File: config.mk
export PLATFORM = sky130hd
export DESIGN_NAME = rx_phase_ctrl_flat
export DESIGN_NICKNAME = d
export VERILOG_FILES = /design/src/rtl/rx_phase_ctrl_if.sv /design/src/rtl/rx_phase_ctrl.sv /design/src/flat_wrapper.sv
export SDC_FILE = /design/constraint.sdc
export NUM_CORES = 1
export LEC_CHECK = 0
export CORE_ASPECT_RATIO = 0.7
export CORE_UTILIZATION = 40
export DETAILED_ROUTE_END_ITERATION = 10
export SETUP_SLACK_MARGIN = 0.3
export SYNTH_ARGS = -nofsm -noshare
export SYNTH_HDL_FRONTEND = slang
export SYNTH_SLANG_ARGS = --single-unit
File: constraint.sdc
create_clock -name clk -period 5.05 [get_ports clk]
set_input_delay 0.505 -clock clk [delete_from_list [all_inputs] [get_ports clk]]
set_output_delay 0.505 -clock clk [all_outputs]
set_load 0.02 [all_outputs]
File: src/rtl/rx_phase_ctrl_if.sv
// Sample stream in, phase/lock status and hard decisions out, for one rail of
// the QPSK symbol-timing controller.
interface rx_phase_ctrl_if #(
    parameter int unsigned OS_RATE    = 4,
    parameter int unsigned FILT_NBITS = 8
);
    localparam int unsigned PhaseW = (OS_RATE > 1) ? $clog2(OS_RATE) : 1;

    logic                         enable;
    logic signed [FILT_NBITS-1:0] filt_in;
    logic [PhaseW-1:0]            phase_sel;
    logic                         locked;
    logic                         bit_out;
    logic                         bit_valid;

    // Sample source / decision consumer side.
    modport master (
        output enable, filt_in,
        input  phase_sel, locked, bit_out, bit_valid
    );

    // Timing-controller side.
    modport slave (
        input  enable, filt_in,
        output phase_sel, locked, bit_out, bit_valid
    );
endinterface

File: src/rtl/rx_phase_ctrl.sv
// Symbol-timing controller: measures per-phase energy over a window of
// symbols, locks onto the strongest phase, then slices one bit per symbol.
module rx_phase_ctrl #(
    parameter int unsigned OS_RATE    = 4,
    parameter int unsigned FILT_NBITS = 8,
    parameter int unsigned WINDOW     = 511,
    parameter int unsigned ACC_NBITS  = 16
) (
    input logic          clk,
    input logic          rst,
    rx_phase_ctrl_if.slave rx
);
    localparam int unsigned PhaseW = (OS_RATE > 1) ? $clog2(OS_RATE) : 1;
    localparam int unsigned SymW   = (WINDOW > 1) ? $clog2(WINDOW) : 1;
    localparam int unsigned SumW   = ACC_NBITS + 1;
    localparam logic [ACC_NBITS-1:0] AccMax = '1;

    typedef enum logic [1:0] {StIdle, StAcq, StTrack} state_e;

    state_e                state_q;
    logic [PhaseW-1:0]     cnt_q;
    logic [SymW-1:0]       sym_q;
    logic [ACC_NBITS-1:0]  acc_q [OS_RATE];
    logic                  eval_q;

    logic [FILT_NBITS-1:0] raw;
    logic [FILT_NBITS-1:0] mag;
    logic [SumW-1:0]       sum;
    logic [ACC_NBITS-1:0]  acc_sat;
    logic [PhaseW-1:0]     best;
    logic                  cnt_last;
    logic                  sym_last;
    logic                  win_end;

    // Magnitude as unsigned so the most negative sample maps to 2^(FILT_NBITS-1).
    always_comb begin
        raw = rx.filt_in;
        mag = raw[FILT_NBITS-1] ? ({FILT_NBITS{1'b0}} - raw) : raw;
    end

    // Saturating accumulate for the current phase; the carry bit flags overflow.
    always_comb begin
        sum     = {1'b0, acc_q[cnt_q]} + SumW'(mag);
        acc_sat = sum[ACC_NBITS] ? AccMax : sum[ACC_NBITS-1:0];
    end

    // Strongest phase; strict compare keeps the lowest index on ties.
    always_comb begin
        best = '0;
        for (int unsigned p = 1; p < OS_RATE; p++) begin
            if (acc_q[p] > acc_q[best]) best = PhaseW'(p);
        end
    end

    // Window boundary detection.
    always_comb begin
        cnt_last = (cnt_q == PhaseW'(OS_RATE - 1));
        sym_last = (sym_q == SymW'(WINDOW - 1));
        win_end  = rx.enable & cnt_last & sym_last;
    end

    // Control FSM, counters, accumulators and registered outputs.
    always_ff @(posedge clk) begin
        if (!rst) begin
            state_q      <= StIdle;
            cnt_q        <= '0;
            sym_q        <= '0;
            eval_q       <= 1'b0;
            for (int unsigned p = 0; p < OS_RATE; p++) acc_q[p] <= '0;
            rx.phase_sel <= '0;
            rx.locked    <= 1'b0;
            rx.bit_out   <= 1'b0;
            rx.bit_valid <= 1'b0;
        end else begin
            rx.bit_valid <= 1'b0;
            eval_q       <= win_end;

            // Decisions use the phase_sel in force before any EVAL this cycle.
            if (state_q == StTrack && rx.enable && cnt_q == rx.phase_sel) begin
                rx.bit_out   <= ~rx.filt_in[FILT_NBITS-1];
                rx.bit_valid <= 1'b1;
            end

            if (rx.enable) begin
                cnt_q <= cnt_last ? '0 : cnt_q + PhaseW'(1);
                if (cnt_last) sym_q <= sym_last ? '0 : sym_q + SymW'(1);
            end

            // EVAL ignores enable; a concurrent sample seeds the fresh window.
            if (eval_q) begin
                rx.phase_sel <= best;
                rx.locked    <= 1'b1;
                state_q      <= StTrack;
                for (int unsigned p = 0; p < OS_RATE; p++) acc_q[p] <= '0;
                if (rx.enable) acc_q[cnt_q] <= ACC_NBITS'(mag);
            end else if (rx.enable) begin
                acc_q[cnt_q] <= acc_sat;
            end

            // The first enabled sample is already phase 0 of symbol 0.
            if (state_q == StIdle && rx.enable) state_q <= StAcq;
        end
    end
endmodule

File: src/flat_wrapper.sv
// flat-port wrapper written by rule: the top's interface ports become plain ports
module rx_phase_ctrl_flat 
#(
    parameter int unsigned OS_RATE    = 4,
    parameter int unsigned FILT_NBITS = 8,
    parameter int unsigned WINDOW     = 511,
    parameter int unsigned ACC_NBITS  = 16
)
  (clk, rst, rx_enable, rx_filt_in, rx_phase_sel, rx_locked, rx_bit_out, rx_bit_valid);
  rx_phase_ctrl_if #(.OS_RATE(OS_RATE), .FILT_NBITS(FILT_NBITS)) rx_i ();
  input logic clk;
  input logic rst;
  input wire logic [$bits(rx_i.enable)-1:0] rx_enable;
  input wire logic [$bits(rx_i.filt_in)-1:0] rx_filt_in;
  output wire logic [$bits(rx_i.phase_sel)-1:0] rx_phase_sel;
  output wire logic [$bits(rx_i.locked)-1:0] rx_locked;
  output wire logic [$bits(rx_i.bit_out)-1:0] rx_bit_out;
  output wire logic [$bits(rx_i.bit_valid)-1:0] rx_bit_valid;
  assign rx_i.enable = rx_enable;
  assign rx_i.filt_in = rx_filt_in;
  assign rx_phase_sel = rx_i.phase_sel;
  assign rx_locked = rx_i.locked;
  assign rx_bit_out = rx_i.bit_out;
  assign rx_bit_valid = rx_i.bit_valid;
  rx_phase_ctrl #(.OS_RATE(OS_RATE), .FILT_NBITS(FILT_NBITS), .WINDOW(WINDOW), .ACC_NBITS(ACC_NBITS)) u_core (.clk(clk), .rst(rst), .rx(rx_i));
endmodule
# After elaboration in Yosys (flattened, before gate mapping)
# Memory sizes are Yosys's and may differ from the RTL's. A register that Yosys moved wholly into a read port is not among the register bits.
# Cells that the tools add are included.
totals:
  regBits: 19
  ramBits: 64
  word_cells: 65
  n_memories: 1
mem_list:
  columns: ["memory", "depth", "width", "read_ports", "rd_clocked_by_memory_dff", "write_ports", "line", "rtl"]
  rows:
  - ["u_core.acc_q", 4, 16, 7, 1, 5, "rx_phase_ctrl.sv:23", "logic [ACC_NBITS-1:0] acc_q [OS_RATE];"]
op_classes:
  addsub: 4
  n_lt_le_gt_ge: 3
  eq_ne: 4
  n_mux: 28
  n_bitwise: 9
  reduce_logical: 7
ops:
  columns: ["operator", "count"]
  rows:
  - ["16-bit two-way mux", 6]
  - ["16-bit > comparator", 3]
  - ["16-bit by 8-bit adder with 17-bit output", 1]
  - ["1-bit two-way mux", 15]
  - ["2-bit two-way mux", 5]
  - ["9-bit by 1-bit adder with 9-bit output (second input constant)", 1]
  - ["9-bit equality test (second input constant)", 1]
  - ["9-bit two-way mux", 1]
  - ["8-bit two-way mux", 1]
  - ["1-bit by 8-bit subtractor with 8-bit output (first input constant)", 1]
  - ["1-bit OR", 5]
  - ["2-bit equality test (second input constant)", 2]
  - ["1-bit logical AND", 3]
  - ["2-bit by 1-bit adder with 2-bit output (second input constant)", 1]
  - ["1-bit bitwise AND", 2]
  - ["2-bit equality test", 1]
  - ["2-bit zero test", 1]
  - ["1-bit NOT", 2]
  - ["2-bit AND reduction", 1]
  - ["2-bit nonzero test", 1]
  - ["2-bit OR reduction", 1]

# Logic depth before layout (Yosys ltp)
# Gate-level depths: netlist (run 1).
# An unclocked memory read counts as a cell.
depth:
  ltp_word: 9
  ltp_mapped: 24
  ltp_nobuf: 24

# Least setup slack after synthesis (run 1)
# No wires, ideal clock.
synth_path:
  path_kind: "register -> register"
  startpoint: "memory u_core.acc_q[1][14]"
  endpoint: "register u_core.rx.phase_sel[1]"
  setup_ps: 133
  arrival_ps: 4640
  t_required_ps: 4917
  setup_slack_ps: 278
  path_stages_with_launch: 24
  path_cell_list: "edfxtp_1 > ha_1 > and4_1 > nand3_1 > a21oi_1 > a2111oi_2 > nor2_2 > buf_6 > mux2i_1 > ha_1 > a21oi_1 > o21ai_0 > a221oi_1 > a22o_1 > clkbuf_1 > nor2_1 > a21o_1 > ha_1 > a21oi_1 > a21oi_1 > a2111oi_0 > o211ai_1 > o41ai_1 > a21oi_1"
synth_lines:
  columns: ["element", "line", "rtl"]
  rows:
  - ["start, declared", "rx_phase_ctrl.sv:23", null]
  - ["end signal, assigned", "rx_phase_ctrl.sv:91", "rx.phase_sel <= best;"]
  - ["end, declared", "rx_phase_ctrl_if.sv:25", "output phase_sel, locked, bit_out, bit_valid"]

==> results of run 1 <==
==> logic make-up after synthesis <==
family / Yosys count / synth area share (%)
and+or+nand+nor: 212 / 17.70
AOI/OAI and AO/OA: 103 / 11.82
DFF: 85 / 40.47
adders and majority gates: 64 / 13.96
buffers and inverters: 45 / 3.718
muxes: 37 / 9.901
xor gates and xnor gates: 16 / 2.421
==> critical path, stage by stage, from the launching register on <==
cell and delay, ns:
edfxtp_1 0.41, inv_2 0.09, ha_4 0.21, and4_4 0.21
a21o_4 0.24, a2111oi_4 0.29, nor2_2 0.09, buf_4 0.17
mux2i_1 0.14, ha_1 0.32, nand4_1 0.13, nor3_1 0.34
o31ai_2 0.12, a22o_2 0.30, buf_6 0.16, buf_4 0.13
a21o_1 0.15, ha_1 0.30, and4_4 0.23, nand4_1 0.13
o211ai_1 0.26, o41ai_2 0.13, a21oi_1 0.17
==> registers in the layout, summed over array words and instances, names as in the netlist, named ones only <==
signal and cells:
u_core.rx.phase_sel 2, u_core.rx.bit_valid 1, u_core.rx.bit_out 1, u_core.cnt_q 2, u_core.state_q 2, u_core.eval_q 1
u_core.sym_q 9, u_core.rx.locked 1, u_core.acc_q 64
==> power breakdown <==
part	total [W]	internal [W]	leakage, nW	switching [W]
Combinational	0.000688	0.000326	1.84	0.000361
Clock	0.000670	0.000372	0.151	0.000298
Sequential	0.000824	0.000789	0.836	0.0000352
==> how the worst max path moves through the flow <==
stage                                      startpoint                                   to  slack, ns  cells past startpoint
floorplan           u_core.acc_q[1][14]$_SDFFCE_PN0P_  u_core.rx.phase_sel[1]$_SDFFE_PN0P_       0.30                     23
global placement     u_core.acc_q[1][7]$_SDFFCE_PN0P_  u_core.rx.phase_sel[1]$_SDFFE_PN0P_       0.06                     24
detailed placement   u_core.acc_q[1][7]$_SDFFCE_PN0P_  u_core.rx.phase_sel[0]$_SDFFE_PN0P_      -0.05                     24
CTS                  u_core.acc_q[0][1]$_SDFFCE_PN0P_  u_core.rx.phase_sel[0]$_SDFFE_PN0P_       0.29                     25
global route         u_core.acc_q[1][9]$_SDFFCE_PN0P_  u_core.rx.phase_sel[0]$_SDFFE_PN0P_       0.02                     23
finish              u_core.acc_q[0][11]$_SDFFCE_PN0P_  u_core.rx.phase_sel[1]$_SDFFE_PN0P_       0.25                     22
==> cell type report <==
cell class / instances / area, um2 / share of cell area (%)
Inverter: 30 / 112.6 / 1.588
Clock buffer: 10 / 250.2 / 3.530
Timing Repair Buffer: 64 / 570.5 / 8.048
Multi-Input combinational cell: 432 / 3527 / 49.75
Tap cell: 190 / 237.7 / 3.353
Sequential cell: 85 / 2342 / 33.04
Clock inverter: 6 / 48.80 / 0.6883
==> synth_stat cells, types with 3 or more instances <==
cell	number	area share [%]
a21o_1	22	2.9
a21oi_1	29	2.5
and2_1	5	0.54
and3_1	5	0.54
and4_1	4	0.61
buf_6	6	1.2
clkbuf_1	8	0.52
dfxtp_1	21	7.3
edfxtp_1	64	33
ha_1	63	14
inv_1	30	1.9
mux2i_1	19	3.3
mux4_2	16	6.2
nand2_1	36	2.3
nand2b_1	6	0.65
nand3_1	13	1.1
nand4_1	14	1.5
nor2_1	89	5.8
nor2_2	5	0.54
nor2b_1	13	1.4
nor3_1	4	0.35
nor4_1	4	0.43
o211ai_1	4	0.52
o21a_1	3	0.39
o21ai_0	18	1.6
o22ai_1	5	0.54
o31ai_1	3	0.39
or3_1	5	0.54
xnor2_1	9	1.4
xor2_1	7	1.1
==> per-layer routing <==
metal  track usage (%)  vias to the layer above  share of wire, %
met5                 0                        -                 0
met3             5.664                       16               8.5
li1                  -                     2193                 -
met2             33.86                      164                44
met1             29.83                     2310                46
met4             5.344                        0               1.2
==> metrics by stage <==
step	util [%]	hold slack, ns	power, W	cells	worst slack (ns)
finish	50.61	0.4571	0.002182	817	0.2504
global route	50.61	0.4761	0.002286	817	0.02112
CTS	49.46	0.4679	0.002143	811	0.2905
detailed placement	44.84	0.4451	0.001393	778	-0.04592
global placement	44.84	0.4394	0.001377	778	0.06140
floorplan	-	0.4584	0.001228	562	0.3002
==> timing repair <==
item | in CTS | in global routing
resized for setup | 44 | 24
pin swaps | 23 | 16
gates cloned | 1 | 0
setup buffers | 16 | 6
setup endpoints to repair | 2 | 2
==> results.json, run 1 <==
{
  "ir_worst_vdd_uv": 180.2,
  "avgSynthCellArea_um2": 10.30,
  "ant_nets": 0,
  "drt-total-wl_um": 15430,
  "synth_cell_types": 59,
  "globalRouteTotalUtil_pct": 21.58,
  "min_period_ns": 4.800,
  "synth_area_um2": 5788,
  "r2r-end": "u_core.rx.phase_sel[1]$_SDFFE_PN0P_",
  "cts_buffers": 9,
  "fin_tns_setup_ns": 0,
  "hold_path_class": "reg2reg",
  "clock_skew_ns": 0.01015,
  "setup_viol": 0,
  "mostFrequentLayoutCells": "nor2_1, edfxtp_1, ha_1, buf_4, nand2_1",
  "num_rows": 36,
  "die-area_um2": 14960,
  "numPortBuffers": 15,
  "cts_max_level": 3,
  "nNetsFinal": 697,
  "clockBufferDepth": 2,
  "cp-end-kind": "flip-flop",
  "cp-start-kind": "flip-flop",
  "drv_slew": 0,
  "path_clk_slew_ns": 0.07,
  "diodes": 0,
  "min_to": "u_core.rx.locked$_SDFFE_PN0P_",
  "detail_route.wl_per_cell_um": 18.89,
  "worst_hold_path.num_cells": 1,
  "fill_cells": 1273,
  "worstPathArrival_ns": 5.08,
  "post-route-cell-area_um2": 7089,
  "ys_seq_area_share_pct": 40.47,
  "synth_edf_count": 64,
  "reg2reg_from": "u_core.acc_q[0][11]$_SDFFCE_PN0P_",
  "drive_above_1_share_pct": 22.65,
  "relSlewSlack_pct": 37.46,
  "syn2layout_area_growth_pct": 22.48,
  "finalCritPeriodShare_pct": 95.04,
  "syn_nets": 637,
  "fp.coreArea_um2": 14010,
  "cts_hold_buf": 0,
  "die_w_um": 145.8,
  "crit_path_max_fanout": 7,
  "ios": 16,
  "antenna_found_initial": 0,
  "netlist_instances": 562,
  "worstPathRequired_ns": 5.33,
  "status": "finished, final reports clean",
  "die_h_um": 102.6,
  "worstMarginPinSlew_ns": 0.9359,
  "synthFlopType": "edfxtp_1",
  "first_iter_violations": 360,
  "power_leakage_nw": 2.832,
  "grt_pass1_vias": 4564,
  "place_congestion": 0.8595,
  "synth-async-reset-ratio_pct": 0,
  "reg2reg_depth": 22,
  "fmax_mhz": 208.4,
  "hold_start": "u_core.rx.locked$_SDFFE_PN0P_",
  "start_util_pct": 41.32,
  "yosys_warnings": 0,
  "vias_per_cell": 5.732,
  "yosys_register_bits": 85,
  "rsz0062_at_grt": "yes",
  "overflow": 0,
  "p_per_area_nw_per_um2": 307.7,
  "drcViolationCount": 0,
  "critPathKind": "reg2reg",
  "first_pass_iters": 5,
  "cts_root_buffer": "clkbuf_16",
  "final_common_cell": "nor2_1",
  "reg2reg_slack_ns": 0.25,
  "grt_max_degree": 19,
  "grt_pass1_wl_um": 24430,
  "hold_viol": 0,
  "cap_violations": 0,
  "clock-sinks": 85,
  "clock_latency_ns": 0.35,
  "dp_hpwl_um": 11410,
  "vias": 4683,
  "placed_cell_area_um2": 6281,
  "tritoncts": "done"
}
Note: power is estimated with default switching activity, not from simulation.
==> run 2, diff against run 1 <==
--- a/config.mk
+++ b/config.mk
@@ -8,7 +8,9 @@
 export CORE_ASPECT_RATIO = 0.7
 export CORE_UTILIZATION = 40
 export DETAILED_ROUTE_END_ITERATION = 10
+export GPL_ROUTABILITY_DRIVEN = 0
 export SETUP_SLACK_MARGIN = 0.3
+export SLEW_MARGIN = 20
 export SYNTH_ARGS = -nofsm -noshare
 export SYNTH_HDL_FRONTEND = slang
 export SYNTH_SLANG_ARGS = --single-unit
==> results of run 2 <==
No change in the layout: final DEF, timing and power equal those of run 1.
